## src/rtl/dmem_split_pkg.sv

```systemverilog
// rtl/dmem_split_pkg.sv - shared size/state encodings and lane helpers for the split unit
package dmem_split_pkg;

    typedef enum logic [1:0] {
        SIZE_BYTE     = 2'd0,
        SIZE_HALF     = 2'd1,
        SIZE_WORD     = 2'd2,
        SIZE_WORD_ALT = 2'd3
    } size_e;

    typedef enum logic [1:0] {
        ST_IDLE = 2'd0,
        ST_ACC0 = 2'd1,
        ST_ACC1 = 2'd2,
        ST_RESP = 2'd3
    } state_e;

    function automatic logic [2:0] size_nbytes(input logic [1:0] size);
        case (size)
            SIZE_BYTE: return 3'd1;
            SIZE_HALF: return 3'd2;
            default:   return 3'd4;
        endcase
    endfunction

    // Lane enables for an access that starts at lane 0.
    function automatic logic [3:0] size_lanes(input logic [1:0] size);
        case (size)
            SIZE_BYTE: return 4'b0001;
            SIZE_HALF: return 4'b0011;
            default:   return 4'b1111;
        endcase
    endfunction

    function automatic logic is_misaligned(input logic [1:0] size, input logic [1:0] off);
        case (size)
            SIZE_BYTE: return 1'b0;
            SIZE_HALF: return off[0];
            default:   return off != 2'd0;
        endcase
    endfunction

endpackage

```

## src/rtl/dmem_lane_ext.sv

```systemverilog
// rtl/dmem_lane_ext.sv - merges the two fetched words into access order and extends to 32 bits
module dmem_lane_ext
    import dmem_split_pkg::*;
(
    input  logic [31:0] i_rdata0,
    input  logic [31:0] i_rdata1,
    input  logic [1:0]  i_off,
    input  logic [1:0]  i_size,
    input  logic        i_unsigned,
    output logic [31:0] o_data
);

    logic [63:0] w_shift;
    logic [31:0] w_merged;

    // Word pair shifted so the first accessed byte lands in lane 0; a non-crossing
    // access never reaches into the upper word, so stale i_rdata1 is harmless.
    assign w_shift  = {i_rdata1, i_rdata0} >> {i_off, 3'b000};
    assign w_merged = w_shift[31:0];

    always_comb begin
        o_data = w_merged;
        case (i_size)
            SIZE_BYTE: o_data = {{24{~i_unsigned & w_merged[7]}}, w_merged[7:0]};
            SIZE_HALF: o_data = {{16{~i_unsigned & w_merged[15]}}, w_merged[15:0]};
            default:   o_data = w_merged;
        endcase
    end

endmodule

```

## src/rtl/dmem_split_unit.sv

```systemverilog
// rtl/dmem_split_unit.sv - load/store unit that splits word-crossing accesses into two aligned word accesses
module dmem_split_unit
    import dmem_split_pkg::*;
#(
    parameter bit SPLIT_EN = 1'b1
) (
    input  logic        clk,
    input  logic        rst_n,
    input  logic        req_valid,
    output logic        req_ready,
    input  logic [31:0] req_addr,
    input  logic        req_write,
    input  logic [1:0]  req_size,
    input  logic        req_unsigned,
    input  logic [31:0] req_wdata,
    output logic        resp_valid,
    output logic [31:0] resp_rdata,
    output logic        resp_err,
    output logic [31:0] dmem_addr,
    output logic        dmem_write,
    output logic [3:0]  dmem_wmask,
    output logic [31:0] dmem_wdata,
    input  logic [31:0] dmem_rdata
);

    state_e      r_state;
    state_e      w_next;
    logic [31:0] r_addr;
    logic        r_write;
    logic [1:0]  r_size;
    logic        r_unsigned;
    logic [31:0] r_wdata;
    logic        r_err;
    logic [31:0] r_rd0;
    logic [31:0] r_rd1;

    logic [1:0]  w_off;
    logic [2:0]  w_nbytes;
    logic        w_cross;
    logic        w_reject;
    logic [7:0]  w_lanes8;
    logic [63:0] w_wdata64;
    logic [31:0] w_base;
    logic [31:0] w_ext;

    assign w_off    = r_addr[1:0];
    assign w_nbytes = size_nbytes(r_size);
    assign w_cross  = ({1'b0, w_off} + w_nbytes) > 3'd4;
    assign w_reject = !SPLIT_EN && is_misaligned(req_size, req_addr[1:0]);
    assign w_base   = {r_addr[31:2], 2'b00};

    // Lane masks and store data laid across an 8-lane window: the low half is the
    // first word, the high half is whatever spills into the following word.
    assign w_lanes8  = {4'b0000, size_lanes(r_size)} << w_off;
    assign w_wdata64 = {32'h0, r_wdata} << {w_off, 3'b000};

    dmem_lane_ext u_lane_ext (
        .i_rdata0   (r_rd0),
        .i_rdata1   (r_rd1),
        .i_off      (w_off),
        .i_size     (r_size),
        .i_unsigned (r_unsigned),
        .o_data     (w_ext)
    );

    assign req_ready  = (r_state == ST_IDLE) && rst_n;
    assign resp_valid = (r_state == ST_RESP);
    assign resp_err   = (r_state == ST_RESP) && r_err;
    assign resp_rdata = ((r_state == ST_RESP) && !r_err && !r_write) ? w_ext : 32'h0;

    always_comb begin
        w_next     = r_state;
        dmem_addr  = 32'h0;
        dmem_write = 1'b0;
        dmem_wmask = 4'h0;
        dmem_wdata = 32'h0;
        case (r_state)
            ST_IDLE: begin
                if (req_valid) begin
                    w_next = w_reject ? ST_RESP : ST_ACC0;
                end
            end
            ST_ACC0: begin
                dmem_addr  = w_base;
                dmem_write = r_write;
                dmem_wmask = w_lanes8[3:0];
                dmem_wdata = w_wdata64[31:0];
                w_next     = w_cross ? ST_ACC1 : ST_RESP;
            end
            ST_ACC1: begin
                dmem_addr  = w_base + 32'd4;
                dmem_write = r_write;
                dmem_wmask = w_lanes8[7:4];
                dmem_wdata = w_wdata64[63:32];
                w_next     = ST_RESP;
            end
            ST_RESP: w_next = ST_IDLE;
            default: w_next = ST_IDLE;
        endcase
    end

    always_ff @(posedge clk or negedge rst_n) begin
        if (!rst_n) begin
            r_state    <= ST_IDLE;
            r_addr     <= 32'h0;
            r_write    <= 1'b0;
            r_size     <= 2'd0;
            r_unsigned <= 1'b0;
            r_wdata    <= 32'h0;
            r_err      <= 1'b0;
            r_rd0      <= 32'h0;
            r_rd1      <= 32'h0;
        end else begin
            r_state <= w_next;
            if (r_state == ST_IDLE && req_valid) begin
                r_addr     <= req_addr;
                r_write    <= req_write;
                r_size     <= req_size;
                r_unsigned <= req_unsigned;
                r_wdata    <= req_wdata;
                r_err      <= w_reject;
            end
            if (r_state == ST_ACC0) begin
                r_rd0 <= dmem_rdata;
            end
            if (r_state == ST_ACC1) begin
                r_rd1 <= dmem_rdata;
            end
        end
    end

endmodule

```

## config.mk

```make
export PLATFORM = sky130hd
export DESIGN_NAME = dmem_split_unit
export DESIGN_NICKNAME = d
export VERILOG_FILES = /design/src/rtl/dmem_split_pkg.sv /design/src/rtl/dmem_lane_ext.sv /design/src/rtl/dmem_split_unit.sv
export SDC_FILE = /design/constraint.sdc
export NUM_CORES = 1
export LEC_CHECK = 0
export ABC_AREA = 0
export CAP_MARGIN = 25
export CORE_MARGIN = 5
export CORE_UTILIZATION = 51
export DETAILED_ROUTE_END_ITERATION = 10
export GPL_TIMING_DRIVEN = 1
export PLACE_DENSITY = 0.82
export SLEW_MARGIN = 20
export SYNTH_ARGS = -nofsm -noshare
export SYNTH_HDL_FRONTEND = slang
export SYNTH_HIERARCHICAL = 1
export SYNTH_SLANG_ARGS = --single-unit
```

## constraint.sdc

```tcl
create_clock -name clk -period 2.76 [get_ports clk]
set_input_delay 0.276 -clock clk [delete_from_list [all_inputs] [get_ports clk]]
set_output_delay 0.276 -clock clk [all_outputs]
set_load 0.005 [all_outputs]
```

==> flow_metrics.env <==
export IMPL_final_setup_skew_ps=8.58
export IMPL_final_min_period_over_clock_period=0.998
export IMPL_slew_headroom=0.398
export IMPL_num_io_pins=207
export IMPL_critPathCaptureType="output port"
export IMPL_placeableCoreArea_mm2=0.0159
export IMPL_timing_critical_path_slowest_stage_cell="sky130_fd_sc_hd__clkdlybuf4s50_1"
export IMPL_worstSetupStartpointType="flip-flop"
export IMPL_avgSynthCellArea_um2=10.9
export IMPL_routed_via_density=6.10
export IMPL_seqCellArea_mm2=0.00317
export IMPL_cp_data_required_time_ps=2480
export IMPL_final_fill_count=1009
export IMPL_drt_first_iter_violations=745
export IMPL_r2r_cells=10
export IMPL_number_of_nets_still_failing_antenna_checks_after_routing=0
export IMPL_timing_max_transition_violations_final=0
export IMPL_flow_area_growth_from_synthesis_pct=47.3
export IMPL_number_of_drc_violations_after_detailed_routing=0
export IMPL_antenna_found_initial=0
export IMPL_timing_hold_worst_class="in2async"
export IMPL_fp_dieArea_mm2=0.0189
export IMPL_floorplan_die_height_um=137
export IMPL_port_buffer_count=203
export IMPL_synthesis_yosys_warnings=6
export IMPL_finalSetupTns_ps=0
export IMPL_power_density_cell_area_mw_per_mm2=1310
export IMPL_worst_path_dominant_cell_family="buffers and inverters"
export IMPL_place_detailed_hpwl_mm=16.3
export IMPL_leading_cell_type_in_the_layout_fill_and_taps_excluded="sky130_fd_sc_hd__clkdlybuf4s50_1"
export IMPL_finalWirelength_mm=26.7
export IMPL_post_synth_inst_count=760
export IMPL_path_cells="inv_2 > ha_4 > buf_12 > and2_4 > buf_12 > nand4_1 > o21ai_0 > clkdlybuf4s50_1"
export IMPL_worst_slew_pin_slew_ps=904
export IMPL_h_tree_depth=4
export IMPL_setup_viol=0
export IMPL_final_layout_size_suffix_gt1_frac=0.348
export IMPL_area_of_the_multi_input_gates_mm2=0.00501
export IMPL_wp_depth=8
export IMPL_clock_sinks=126
export IMPL_root_buffer="sky130_fd_sc_hd__clkbuf_16"
export IMPL_grt_pass1_vias=7490
export IMPL_route_vias_total=7566
export IMPL_cts_hold_buffers_added=0
export IMPL_timing_critical_path_slowest_cell_delay_ps=570
export IMPL_clkLatencyLatePin_ps=420
export IMPL_antenna_diode_count=0
export IMPL_dr_pass1_iters=5
export IMPL_grt_setup_unrepaired="true"
export IMPL_first_pass_grt_wire_length_mm=39.8
export IMPL_fp_dieW_um=137
export IMPL_cts_path_max_buffers=2
export IMPL_worst_setup_path_type="reg2out"
export IMPL_nets=1124
export IMPL_final_cell_count_no_fill=1241
export IMPL_std_cell_rows=46
export IMPL_wire_per_inst_um=21.5
export IMPL_cts_inserted_buffers=17
export IMPL_final_cell_mix="141 x sky130_fd_sc_hd__clkdlybuf4s50_1, 135 x sky130_fd_sc_hd__mux2_2, 113 x sky130_fd_sc_hd__dfrtp_1"
export IMPL_max_cap_viol_count=0
export IMPL_worstPathArrival_ps=2480
export IMPL_initial_utilization=0.521
export IMPL_finalCriticalPeriod_ps=2750
export IMPL_status="completed"
export IMPL_crit_path_frequent_cell="sky130_fd_sc_hd__buf_12"
export IMPL_area_of_the_mapped_netlist_mm2=0.00828
export IMPL_grt_overflow=0
export IMPL_grt_use_total=0.271
export IMPL_timing_critical_path_buf_inv=4
export IMPL_timing_final_hold_violations=0
export IMPL_leakagePower_nw=5.59
export IMPL_placed_cells=1152
export IMPL_clock_tree_from_tritoncts="yes"
export IMPL_max_freq_mhz=363
export IMPL_worst_path_max_fanout=15
export IMPL_path_clk_slew_ps=60
export IMPL_grt_max_degree=69
export IMPL_gpl_final_weighted_congestion=0.846
export IMPL_power_ir_vdd_worst_mv=0.810
-- state kept, by name (all words and copies together), names as in the netlist --
| signal | cells |
|---|---|
| r_rd0 | 32 |
| r_size | 2 |
| r_unsigned | 1 |
| r_rd1 | 24 |
| r_wdata | 32 |
| r_write | 1 |
| r_state | 2 |
| r_addr | 32 |
-- repair_timing --
item,4_1_cts,5_1_grt
setup endpoints to repair,85,60
pin swaps,8,8
gates cloned,4,2
resized for setup,72,82
setup buffers,25,26
-- area by class of cell --
cell class,count,share of cell area
multi-input combinational,564,0.411
sequential,126,0.260
timing repair buffer,294,0.251
clock buffer,24,0.0420
tap,216,0.0222
clock inverter,8,0.0104
inverter,9,0.00298
-- power by group --
group | switching [mW] | internal (mW) | total, mW
Clock | 0.842 | 1.57 | 2.41
Sequential | 1.12 | 2.85 | 3.96
Combinational | 4.18 | 5.45 | 9.63
Total | 6.14 | 9.86 | 16.0
-- final timing paths --
check	start	slack (ps)	end
min in group clk	req_addr[30]	460	r_addr[30]
max in group asynchronous	rst_n	1930	r_addr[0]
worst max-delay path	r_state[0]	5	dmem_addr[9]
worst min-delay path	rst_n	60	r_rd1[12]
worst min register to register	r_rd1[18]	510	r_rd1[18]
worst max register to register	r_size[0]	570	r_state[0]
-- metal layers --
| metal | global-route usage | share of wire | up-vias |
|---|---|---|---|
| li1 | - | - | 3324 |
| met1 | 0.341 | 0.39 | 3746 |
| met2 | 0.452 | 0.49 | 427 |
| met3 | 0.0741 | 0.093 | 69 |
| met4 | 0.0909 | 0.027 | 0 |
| met5 | 0 | 0 | - |
-- worst register-to-register path, delay by kind of cell (launching register included) --
family / cells / cell delay (ps)
adders and majority gates: 2 / 540
DFF: 1 / 430
buffers and inverters: 3 / 360
AOI/OAI and AO/OA: 2 / 330
and+or+nand+nor: 2 / 250
xor gates and xnor gates: 1 / 160
-- per-stage QoR --
stage               utilization  setup slack [ps]  hold WS [ps]  area, µm²  total power, mW
global placement          0.668               134           486      10600             11.7
floorplan                     -               696         -19.6       8280             8.98
finish                    0.767              5.46          64.9      12200             16.0
CTS                       0.739             -56.2          94.7      11700             15.2
detailed placement        0.668              87.8           493      10600             11.9
global route              0.767             -60.6           129      12200             16.9
(Power assumes the default switching activity.)
